$ cat src/rtl/pipe_mem_access_ctrl.sv
// Data-memory access sequencer for the EX/MEM instruction: issues req/ack
// transactions, stalls the front pipeline, discards killed loads, bounds accesses by timeout.
module pipe_mem_access_ctrl #(
    parameter int DATA_WIDTH      = 32,
    parameter int MEM_MASK_WIDTH  = 3,
    parameter int TIMEOUT_CYCLES  = 64,
    parameter int TIMER_WIDTH     = 7,
    parameter int STALL_CNT_WIDTH = 16
) (
    input  logic                       i_Clk,
    input  logic                       i_Reset,
    input  logic                       i_Mem_Valid,
    input  logic                       i_Mem_Read_Write_n,
    input  logic [MEM_MASK_WIDTH-1:0]  i_Mem_Mask,
    input  logic                       i_Kill,
    input  logic                       i_Mem_Ack,
    input  logic [DATA_WIDTH-1:0]      i_Mem_Read_Data,
    output logic                       o_Mem_Req,
    output logic                       o_Mem_Read_Write_n,
    output logic [MEM_MASK_WIDTH-1:0]  o_Mem_Mask,
    output logic                       o_Stall,
    output logic [DATA_WIDTH-1:0]      o_Load_Data,
    output logic                       o_Load_Data_Valid,
    output logic                       o_Mem_Error,
    output logic [STALL_CNT_WIDTH-1:0] o_Stall_Count
);

    typedef enum logic [1:0] {S_IDLE, S_ACCESS, S_SQUASH} state_t;

    state_t                     r_state, w_next;
    logic [TIMER_WIDTH-1:0]     r_timer;
    logic                       r_mem_req, r_rw_n, r_ld_vld, r_err;
    logic [MEM_MASK_WIDTH-1:0]  r_mask;
    logic [DATA_WIDTH-1:0]      r_ld_data;
    logic [STALL_CNT_WIDTH-1:0] r_stall_cnt;

    logic w_stall, w_issue, w_done, w_ld_pulse, w_err, w_timeout;

    assign w_timeout = (r_timer == TIMER_WIDTH'(TIMEOUT_CYCLES - 1));

    always_comb begin
        w_next     = r_state;
        w_stall    = 1'b0;
        w_issue    = 1'b0;
        w_done     = 1'b0;
        w_ld_pulse = 1'b0;
        w_err      = 1'b0;
        case (r_state)
            S_IDLE: begin
                if (i_Mem_Valid && !i_Kill) begin
                    w_stall = 1'b1;
                    w_issue = 1'b1;
                    w_next  = S_ACCESS;
                end
            end
            S_ACCESS: begin
                w_stall = !i_Mem_Ack || i_Kill;
                if (i_Mem_Ack) begin
                    w_done     = 1'b1;
                    w_ld_pulse = !i_Kill && r_rw_n;
                    w_next     = S_IDLE;
                end else if (w_timeout) begin
                    // Timeout wins over a same-cycle kill: the access is over either way.
                    w_done = 1'b1;
                    w_err  = 1'b1;
                    w_next = S_IDLE;
                end else if (i_Kill) begin
                    w_next = S_SQUASH;
                end
            end
            S_SQUASH: begin
                // Request stays up until ack; the response is simply dropped.
                w_stall = 1'b1;
                if (i_Mem_Ack) begin
                    w_done = 1'b1;
                    w_next = S_IDLE;
                end else if (w_timeout) begin
                    w_done = 1'b1;
                    w_err  = 1'b1;
                    w_next = S_IDLE;
                end
            end
            default: w_next = S_IDLE;
        endcase
    end

    always_ff @(posedge i_Clk) begin
        if (i_Reset) begin
            r_state     <= S_IDLE;
            r_timer     <= '0;
            r_mem_req   <= 1'b0;
            r_rw_n      <= 1'b0;
            r_mask      <= '0;
            r_ld_vld    <= 1'b0;
            r_ld_data   <= '0;
            r_err       <= 1'b0;
            r_stall_cnt <= '0;
        end else begin
            r_state  <= w_next;
            r_ld_vld <= w_ld_pulse;
            r_err    <= w_err;
            if (w_ld_pulse)
                r_ld_data <= i_Mem_Read_Data;
            if (w_issue) begin
                r_mem_req <= 1'b1;
                r_rw_n    <= i_Mem_Read_Write_n;
                r_mask    <= i_Mem_Mask;
                r_timer   <= '0;
            end else if (w_done) begin
                r_mem_req <= 1'b0;
                r_timer   <= '0;
            end else if (r_state != S_IDLE) begin
                r_timer <= r_timer + 1'b1;
            end
            if (w_stall && (r_stall_cnt != {STALL_CNT_WIDTH{1'b1}}))
                r_stall_cnt <= r_stall_cnt + 1'b1;
        end
    end

    assign o_Mem_Req          = r_mem_req;
    assign o_Mem_Read_Write_n = r_rw_n;
    assign o_Mem_Mask         = r_mask;
    assign o_Stall            = w_stall;
    assign o_Load_Data        = r_ld_data;
    assign o_Load_Data_Valid  = r_ld_vld;
    assign o_Mem_Error        = r_err;
    assign o_Stall_Count      = r_stall_cnt;

endmodule

$ cat config.mk
export PLATFORM = sky130hd
export DESIGN_NAME = pipe_mem_access_ctrl
export DESIGN_NICKNAME = d
export VERILOG_FILES = /design/src/rtl/pipe_mem_access_ctrl.sv
export SDC_FILE = /design/constraint.sdc
export NUM_CORES = 1
export LEC_CHECK = 0
export CORE_AREA = 4 4 85 119
export DETAILED_ROUTE_END_ITERATION = 16
export DIE_AREA = 0 0 89 123
export PLACE_DENSITY = 0.57
export SLEW_MARGIN = 20
export SYNTH_ARGS = -nofsm -noshare
export SYNTH_HDL_FRONTEND = slang
export SYNTH_SLANG_ARGS = --single-unit
$ cat constraint.sdc
create_clock -name i_Clk -period 5.3 [get_ports i_Clk]
set_input_delay 0.53 -clock i_Clk [delete_from_list [all_inputs] [get_ports i_Clk]]
set_output_delay 0.53 -clock i_Clk [all_outputs]
set_load 0.01 [all_outputs]
==> impl_metrics.ini, run 1 <==
[synthesis]
synth_cells = 312
yosysWarnings = 0
synth_top_area_share_pct = 48.03
yosysSeqAreaShare_pct = 48.03
ys_top_cells_by_area = dfxtp_1 (48%), nand2_1 (10%), a21oi_1 (6.6%), nor2_1 (4.4%), xnor2_1 (4.3%)
synth_area_sq_um = 2668
synth_cell_type_count = 36
yosys.area.top_type = dfxtp_1
postSynthAreaPerCell_sq_um = 8.550
synthesis.nets = 360
ys_seq_elements = 64

[status]
status = finished clean

[pwr]
ir_worst_vdd_mv = 0.1845
leakagePower_nw = 1.432
powerDensity_nw_per_um2 = 342.8

[clock_network]
post_cts_buffers = 0
cts_buffers = 9
cts_root_buffer = clkbuf_16
clock_path_buffers = 2
ctsResizeCount = 0
cts_max_level = 3
clock_sink_count = 64
clk_latency_ns = 0.32
cts_hold_buffers = 0
path_clk_slew_ns = 0.06
cts_tree = done

[route]
drt_wl_total_um = 6998
drc = 0
wl_per_cell_um = 13.51
via_per_inst = 4.732
vias = 2451
antenna_left = 0
detail_route.iter0.violations = 90
drt_first_pass_iters = 4

[cells_and_area]
final_layout_size_suffix_gt1_share_pct = 6.813
synthToLayoutAreaGrowth_pct = 50.94
final_cell_mix = clkdlybuf4s50_1 (95), nand2_1 (71), dfxtp_1 (64)
fill_cells = 893
n_antenna_cell = 0
layout_commonest_cell = clkdlybuf4s50_1
fin_util_pct = 44.85
nets = 454

[place]
dpl.hpwl_um = 4860
io_buffers = 96
place_congestion = 0.7383

[sta]
slew_violations = 0
tightestPinTransition_ns = 0.6452
setup_violations = 0
period_needed_ns = 2.796
rsz0062_at_grt = no
whs_ns = 0.4524
timing.fmax_mhz = 357.7
slew_headroom_pct = 56.99
hold_viol = 0
clock-skew-final_ns = 0.007835
fin_crit_sh_pct = 52.75
tns_ns = 0

[die]
die_w_um = 89
coreArea_sq_um = 8977
start_util_pct = 29.71
dieArea_sq_um = 10950
die_h_um = 123
rows = 41
io_pins = 97

[global_route]
grt_max_degree = 62
grt_overflow = 0
grt_pass1_wl_um = 11390
antenna_found_initial = 0
grt_pass1_vias = 2410
grt_usage_pct = 13.53

[job]
maxCapViolCount = 0

[critical_path]
critical_path_arrival_ns = 2.27
end_kind = output port
critPathRequiredTime_ns = 4.77
critPathMaxFanout = 14
crit_type = reg2out
cp-start-kind = register

[worst_hold_path]
hold_class = reg2reg
==> state kept, by name, indices dropped and copies added (netlist names) <==
name,flops
r_state,2
o_Mem_Mask,3
o_Stall_Count,16
o_Mem_Error,1
o_Mem_Read_Write_n,1
o_Mem_Req,1
o_Load_Data,32
o_Load_Data_Valid,1
r_timer,7
==> area by class of cell <==
| cell class | count | area, sq um | area share [%] |
|---|---|---|---|
| clock buffer | 12 | 266.5 | 6.619 |
| clock inverter | 4 | 51.30 | 1.274 |
| inverter | 7 | 26.28 | 0.6526 |
| multi-input combinational | 226 | 1294 | 32.13 |
| sequential | 64 | 1281 | 31.82 |
| tap | 107 | 133.9 | 3.325 |
| timing repair buffer | 98 | 973.4 | 24.18 |
==> routing by layer <==
layer  up-vias  part of all wire, %  routed length (um)  track usage (%)
met5         -                    0                   0                0
met3         8                   11                 735            6.467
met1      1134                   41                2880            14.90
met4         0                  1.7                 116            5.587
li1       1226                    -                   -                -
met2        83                   47                3266            22.12
==> kinds of logic (layout without fill, tap and decap cells) <==
logic type / after synthesis / after routing / share of synthesized area (%)
AOI/OAI and AO/OA: 43 / 43 / 8.724
xor gates and xnor gates: 16 / 16 / 5.253
adders and majority gates: 7 / 7 / 3.283
buffers and inverters: 22 / 121 / 3.518
DFF: 64 / 64 / 48.03
muxes: 10 / 10 / 3.893
and+or+nand+nor: 150 / 150 / 27.30
==> path summary, 6_finish.rpt <==
kind / start / endpoint / slack [ns] / cells after the start
hold / removal: o_Load_Data[20] / o_Load_Data[20] / 0.45 / 2
setup reg to reg: r_state[1] / o_Stall_Count[15] / 3.15 / 8
setup / recovery: r_state[0] / o_Stall / 2.50 / 7
hold reg to reg: o_Load_Data[20] / o_Load_Data[20] / 0.45 / 2
==> power by group <==
group / leakage (nW) / switching [mW] / internal (mW)
logic: 0.761 / 0.124 / 0.121
registers: 0.517 / 0.0195 / 0.504
clock network: 0.155 / 0.210 / 0.402
==> critical path: stages (launching register included) <==
cell and delay, ns:
dfxtp_1 0.37, inv_1 0.09, ha_1 0.31, and4bb_2 0.28
a211oi_2 0.13, buf_4 0.23, inv_1 0.05, clkdlybuf4s50_1 0.47
==> synth_stat cells, drive strengths merged <==
master and n:
a211oi 1, a21oi 35, a221oi 1, a31o 1, and3 3, and4 1, and4bb 2, buf 3
clkbuf 12, dfxtp 64, ha 7, inv 7, mux2 3, mux2i 7, nand2 71, nand2b 3
nand3 9, nand3b 2, nand4 6, nor2 31, nor2b 9, nor3 4, nor3b 1, nor4 6
nor4b 2, o21ai 4, o21bai 1, xnor2 13, xor2 3
==> per-stage QoR <==
step	setup slack, ns	std cells	area, sq um	power [mW]
3_3_place_gp	2.586	502	3705	0.7768
2_1_floorplan	3.249	312	2668	0.6870
3_5_place_dp	2.586	502	3709	0.7837
6_report	2.504	518	4026	1.380
5_1_grt	2.323	518	4026	1.457
4_1_cts	2.463	518	4026	1.409
Note: power is estimated with default switching activity, not from simulation.
==> run 2, diff against run 1 <==
--- a/config.mk
+++ b/config.mk
@@ -8,7 +8,7 @@
 export CORE_AREA = 4 4 85 119
 export DETAILED_ROUTE_END_ITERATION = 16
 export DIE_AREA = 0 0 89 123
-export PLACE_DENSITY = 0.57
+export PLACE_DENSITY = 0.59
 export SLEW_MARGIN = 20
 export SYNTH_ARGS = -nofsm -noshare
 export SYNTH_HDL_FRONTEND = slang
==> constraint.sdc (replaced) <==
create_clock -name i_Clk -period 2.3 [get_ports i_Clk]
set_input_delay 0.23 -clock i_Clk [delete_from_list [all_inputs] [get_ports i_Clk]]
set_output_delay 0.23 -clock i_Clk [all_outputs]
set_load 0.01 [all_outputs]
==> run 2 against run 1 <==
Net effect:
- count of clock-buffer cells in the layout did not move
- critical path depth did not move
- sequential share of layout area barely moved
- sequential power rose by 130%
- setup slack got worse by 2.4 ns
- die area did not move
- final cell count rose by 0.77%
- routed wire length fell by 0.91%
- sequential cell count did not move
- final area barely moved
- largest cell class unchanged
==> impl_metrics.ini, run 2 (synthesis results as in run 1) <==
[status]
status = finished clean

[pwr]
powerDensity_nw_per_um2 = 762.9
swShare_pct = 26.31
p_comb_share_pct = 20.4
power_frac_clock_pct = 40.2
total_power_mw = 3.074
internal_power_mw = 2.266
p_switching_mw = 0.8088
seqPwrFrac_pct = 39.4
leakagePower_nw = 1.445
ir_worst_vdd_mv = 0.4573

[worst_hold_path]
hold_depth = 2
min-delay-start = i_Reset
hold_class = in2reg
min_to = o_Mem_Mask[1]

[clock_network]
cts_max_level = 3
clock_sink_count = 64
path_clk_slew_ns = 0.05
clk_latency_ns = 0.32
cts_buffers = 9
cts_tree = done
cts_root_buffer = clkbuf_16
clock_path_buffers = 2

[critical_path]
critical_path.slowest_cell = dfxtp_2
critPathRequiredTime_ns = 2.07
end_kind = output port
crit_type = reg2out
crit_path_max_incr_delay_ns = 0.35
critPathMaxFanout = 4
r2r_cells = 9
r2r_slack_ns = 0.18
r2r_end = o_Stall_Count[13]
path_delay_family = buffers and inverters
critical_path_arrival_ns = 1.93
cp_num_buf_inv = 4
crit_chain = inv_1 > ha_1 > and4bb_2 > a211oi_2 > buf_12 > inv_1 > dlygate4sd2_1
path_depth = 7
cp-start-kind = register
r2r_start = r_state[0]
path_common_cell = inv_1

[route]
via_per_inst = 4.657
antenna_left = 0
vias = 2431
detail_route.iter0.violations = 105
wl_per_cell_um = 13.28
met3_length_um = 629
drc = 0
wl_met2_um = 3153
highest_layer = met4
drt_first_pass_iters = 4
drt_wl_total_um = 6934
wl_met1_um = 2958

[sta]
fin_crit_sh_pct = 93.87
setup_violations = 0
clock-skew-final_ns = 0.003196
whs_ns = 0.4436
slew_headroom_pct = 53.23
slew_violations = 0
hold_viol = 0
rsz0062_at_grt = no
timing.fmax_mhz = 463.2
period_needed_ns = 2.159
tightestPinTransition_ns = 0.7016
tns_ns = 0
fin_ws_ns = 0.1411

[die]
rows = 41
io_pins = 97
start_util_pct = 29.71
dieArea_sq_um = 10950
coreArea_sq_um = 8977
die_w_um = 89
die_h_um = 123

[cells_and_area]
nets = 459
largest_reg_flops = 32
synthToLayoutAreaGrowth_pct = 51.08
fill_cells = 876
final_layout_size_suffix_gt1_share_pct = 7.711
fin_util_pct = 44.89
n_antenna_cell = 0
multi_input_area_sq_um = 1292
fin_area_sq_um = 4030
final_cell_mix = clkdlybuf4s50_1 (94), nand2_1 (71), dfxtp_1 (62)
stdcell_count = 522
regArea_sq_um = 1284
layout_commonest_cell = clkdlybuf4s50_1

[global_route]
grt_overflow = 0
grt_pass1_wl_um = 11300
grt_max_degree = 37
grt_pass1_vias = 2383
grt_usage_pct = 13.47
antenna_found_initial = 0

[place]
place_congestion = 0.7211
place_ws_ns = 0.1483
dp.cells = 506
dpl_cell_area_sq_um = 3747
io_buffers = 96
dpl.hpwl_um = 4931

[job]
maxCapViolCount = 0
[run 2: how the worst max path moves through the flow]
| stage | start | endpoint | slack (ns) |
|---|---|---|---|
| 4_1_cts | r_state[0] | o_Stall | 0.11 |
| 6_report | r_state[0] | o_Stall | 0.14 |
| 5_1_grt | r_state[0] | o_Stall | 0.03 |
| 3_5_place_dp | i_Kill | o_Stall | 0.15 |
| 2_1_floorplan | r_state[0] | o_Stall_Count[11] | 0.40 |
| 3_3_place_gp | i_Kill | o_Stall | 0.15 |
[run 2: layout make-up]
cell class | count | area share [%]
multi-input combinational | 226 | 32.07
tap | 107 | 3.322
clock inverter | 3 | 0.4346
inverter | 7 | 0.6520
clock buffer | 12 | 6.364
timing repair buffer | 103 | 25.30
sequential | 64 | 31.85
[run 2: per-layer routing]
metal	global-route usage, %	vias to the layer above
met5	0	-
li1	-	1232
met1	15.18	1111
met2	21.79	76
met4	7.821	0
met3	4.600	12
[run 2: power groups by stage]
stage | Clock (mW) | Combinational (mW) | Sequential, mW
detailed placement | 0 | 0.629 | 1.23
floorplan | 0 | 0.347 | 1.24
finish | 1.24 | 0.628 | 1.21
global placement | 0 | 0.611 | 1.23
CTS | 1.29 | 0.635 | 1.21
global route | 1.34 | 0.697 | 1.22
[run 2: repair_timing]
item / in CTS / in global routing
setup buffers: 1 / 0
setup endpoints to repair: 1 / 0
gates resized for setup: 3 / 0
hold buffers: 0 / 0
hold endpoints to repair: 0 / 0
[run 2: worst reg2reg max path: cells and delay by family, from the launching register on]
kind,cells,cell delay [ns]
AO/OA/AOI/OAI,1,0.27
buffers and inverters,3,0.41
adder cells (fa/ha/maj),1,0.23
flip-flops,1,0.35
multiplexers,1,0.31
AND/OR/NAND/NOR,3,0.43
==> run 3, diff against run 2 <==
--- a/config.mk
+++ b/config.mk
@@ -8,7 +8,8 @@
 export CORE_AREA = 4 4 85 119
 export DETAILED_ROUTE_END_ITERATION = 16
 export DIE_AREA = 0 0 89 123
-export PLACE_DENSITY = 0.59
+export DONT_BUFFER_PORTS = 1
+export PLACE_DENSITY = 0.44
 export SLEW_MARGIN = 20
 export SYNTH_ARGS = -nofsm -noshare
 export SYNTH_HDL_FRONTEND = slang
==> run 3 against run 2 <==
Net effect:
- non-clock buffer count shrank 94
- setup slack gained 0.078 ns
- critical endpoint is now o_Stall_Count[13]
- via count shrank 15%
- largest power group is now sequential cells
==> impl_metrics.ini, run 3 (synthesis results as in run 1) <==
[sta]
rsz0062_at_grt = no
slew_violations = 0
period_needed_ns = 2.081
slew_headroom_pct = 72.82
fin_crit_sh_pct = 90.48
hold_viol = 0
clock-skew-final_ns = 0.001964
tns_ns = 0
timing.fmax_mhz = 480.5
setup_violations = 0
tightestPinTransition_ns = 0.4046

[global_route]
grt_pass1_vias = 2067
antenna_found_initial = 0
grt_usage_pct = 12.59
grt_overflow = 0
grt_max_degree = 54
grt_pass1_wl_um = 10460

[route]
detail_route.iter0.violations = 62
wl_met2_um = 2835
vias = 2078
antenna_left = 0
drc = 0
drt_wl_total_um = 6553
wl_per_cell_um = 15.35
via_per_inst = 4.867
met3_length_um = 834
wl_met1_um = 2753
drt_first_pass_iters = 4
highest_layer = met4

[die]
coreArea_sq_um = 8977
start_util_pct = 29.71
dieArea_sq_um = 10950
die_h_um = 123
rows = 41
die_w_um = 89
io_pins = 97

[pwr]
powerDensity_nw_per_um2 = 916.7
seqPwrFrac_pct = 43.6
p_switching_mw = 0.7503
power_frac_clock_pct = 42.1
ir_worst_vdd_mv = 0.3354
p_comb_share_pct = 14.4
internal_power_mw = 2.071
swShare_pct = 26.59
leakagePower_nw = 1.095

[critical_path]
cp-start-kind = register
end_kind = register
crit_type = reg2reg
critPathMaxFanout = 14
critPathRequiredTime_ns = 2.50
critical_path_arrival_ns = 2.29
r2r_start = r_state[0]
crit_start = r_state[0]

[clock_network]
post_cts_buffers = 0
cts_max_level = 3
cts_buffers = 9
cts_root_buffer = clkbuf_16
path_clk_slew_ns = 0.05
cts_tree = done
clock_path_buffers = 2
clk_latency_ns = 0.32
clock_sink_count = 64

[place]
place_congestion = 0.7733
dpl.hpwl_um = 4480
dpl_cell_area_sq_um = 2786
io_buffers = 0

[cells_and_area]
synthToLayoutAreaGrowth_pct = 15.38
n_antenna_cell = 0
final_cell_mix = nand2_1 (71), dfxtp_1 (64), a21oi_1 (35)
largest_reg_flops = 32
nets = 365
final_layout_size_suffix_gt1_share_pct = 8.750
layout_commonest_cell = nand2_1
fin_area_sq_um = 3078

[status]
status = finished clean

[worst_hold_path]
hold_class = in2reg
min-delay-start = i_Mem_Read_Data[11]

[job]
maxCapViolCount = 0
-- run 3: cell types whose count changed in the layout (fill, tap and decap cells not counted), moves of 2 or more --
cell / previous run / this run
clkbuf_1: 1 / 3
clkdlybuf4s50_1: 94 / 0
dfxtp_1: 62 / 64
dfxtp_2: 2 / 0
-- run 3: through the flow --
| stage | std cells | hold WS [ns] | worst slack [ns] | power, mW | util [%] |
|---|---|---|---|---|---|
| after floorplan | 312 | 0.3660 | 0.3967 | 1.583 | - |
| after CTS | 427 | 0.02536 | 0.1987 | 2.874 | 34.22 |
| after global routing | 427 | 0.02877 | 0.04668 | 2.997 | 34.29 |
| after global placement | 411 | 0.3079 | 0.2762 | 1.635 | 31.04 |
| final | 427 | 0.04081 | 0.2189 | 2.821 | 34.29 |
| after detailed placement | 411 | 0.3114 | 0.2062 | 1.641 | 31.04 |
-- run 3: timing repair --
item / in CTS / in global routing
endpoints found under the setup margin: 0 / 1
gates resized for setup: 0 / 1
endpoints found under the hold margin: 53 / 0
hold buffers: 2 / 0
-- run 3: final cells by class --
cell class                 instances  area (sq um)
multi-input combinational        226          1299
fill                             932          5899
clock buffer                      13         250.2
timing repair buffer               9         82.58
inverter                           7         26.28
clock inverter                     1         5.005
tap                              107         133.9
sequential                        64          1281
-- run 3: power groups by stage --
stage          Sequential (mW)  Clock (mW)  Combinational [mW]
6_report                  1.23        1.19               0.405
5_1_grt                   1.24        1.30               0.466
4_1_cts                   1.23        1.23               0.411
3_5_place_dp              1.25           0               0.388
3_3_place_gp              1.25           0               0.385
2_1_floorplan             1.24           0               0.347
-- run 3: worst max-delay path: stages (launching register included) --
cell and delay, ns:
dfxtp_1 0.34, inv_1 0.11, ha_1 0.32, and4bb_2 0.27, a211oi_2 0.04, buf_4 0.19
nor3_2 0.26, nand3_1 0.12, mux2_1 0.32
-- run 3: final timing paths --
check	endpoint	slack [ns]	cells past startpoint
setup / recovery	o_Stall_Count[13]	0.22	8
hold / removal	o_Load_Data[11]	0.04	2
setup reg to reg	o_Stall_Count[13]	0.22	8
hold reg to reg	o_Load_Data[31]	0.51	2
-- run 3: per-layer routing --
layer,up-vias,GRT usage [%]
met4,0,6.704
met2,85,18.22
met3,8,6.867
met1,940,14.77
li1,1045,-
met5,-,0
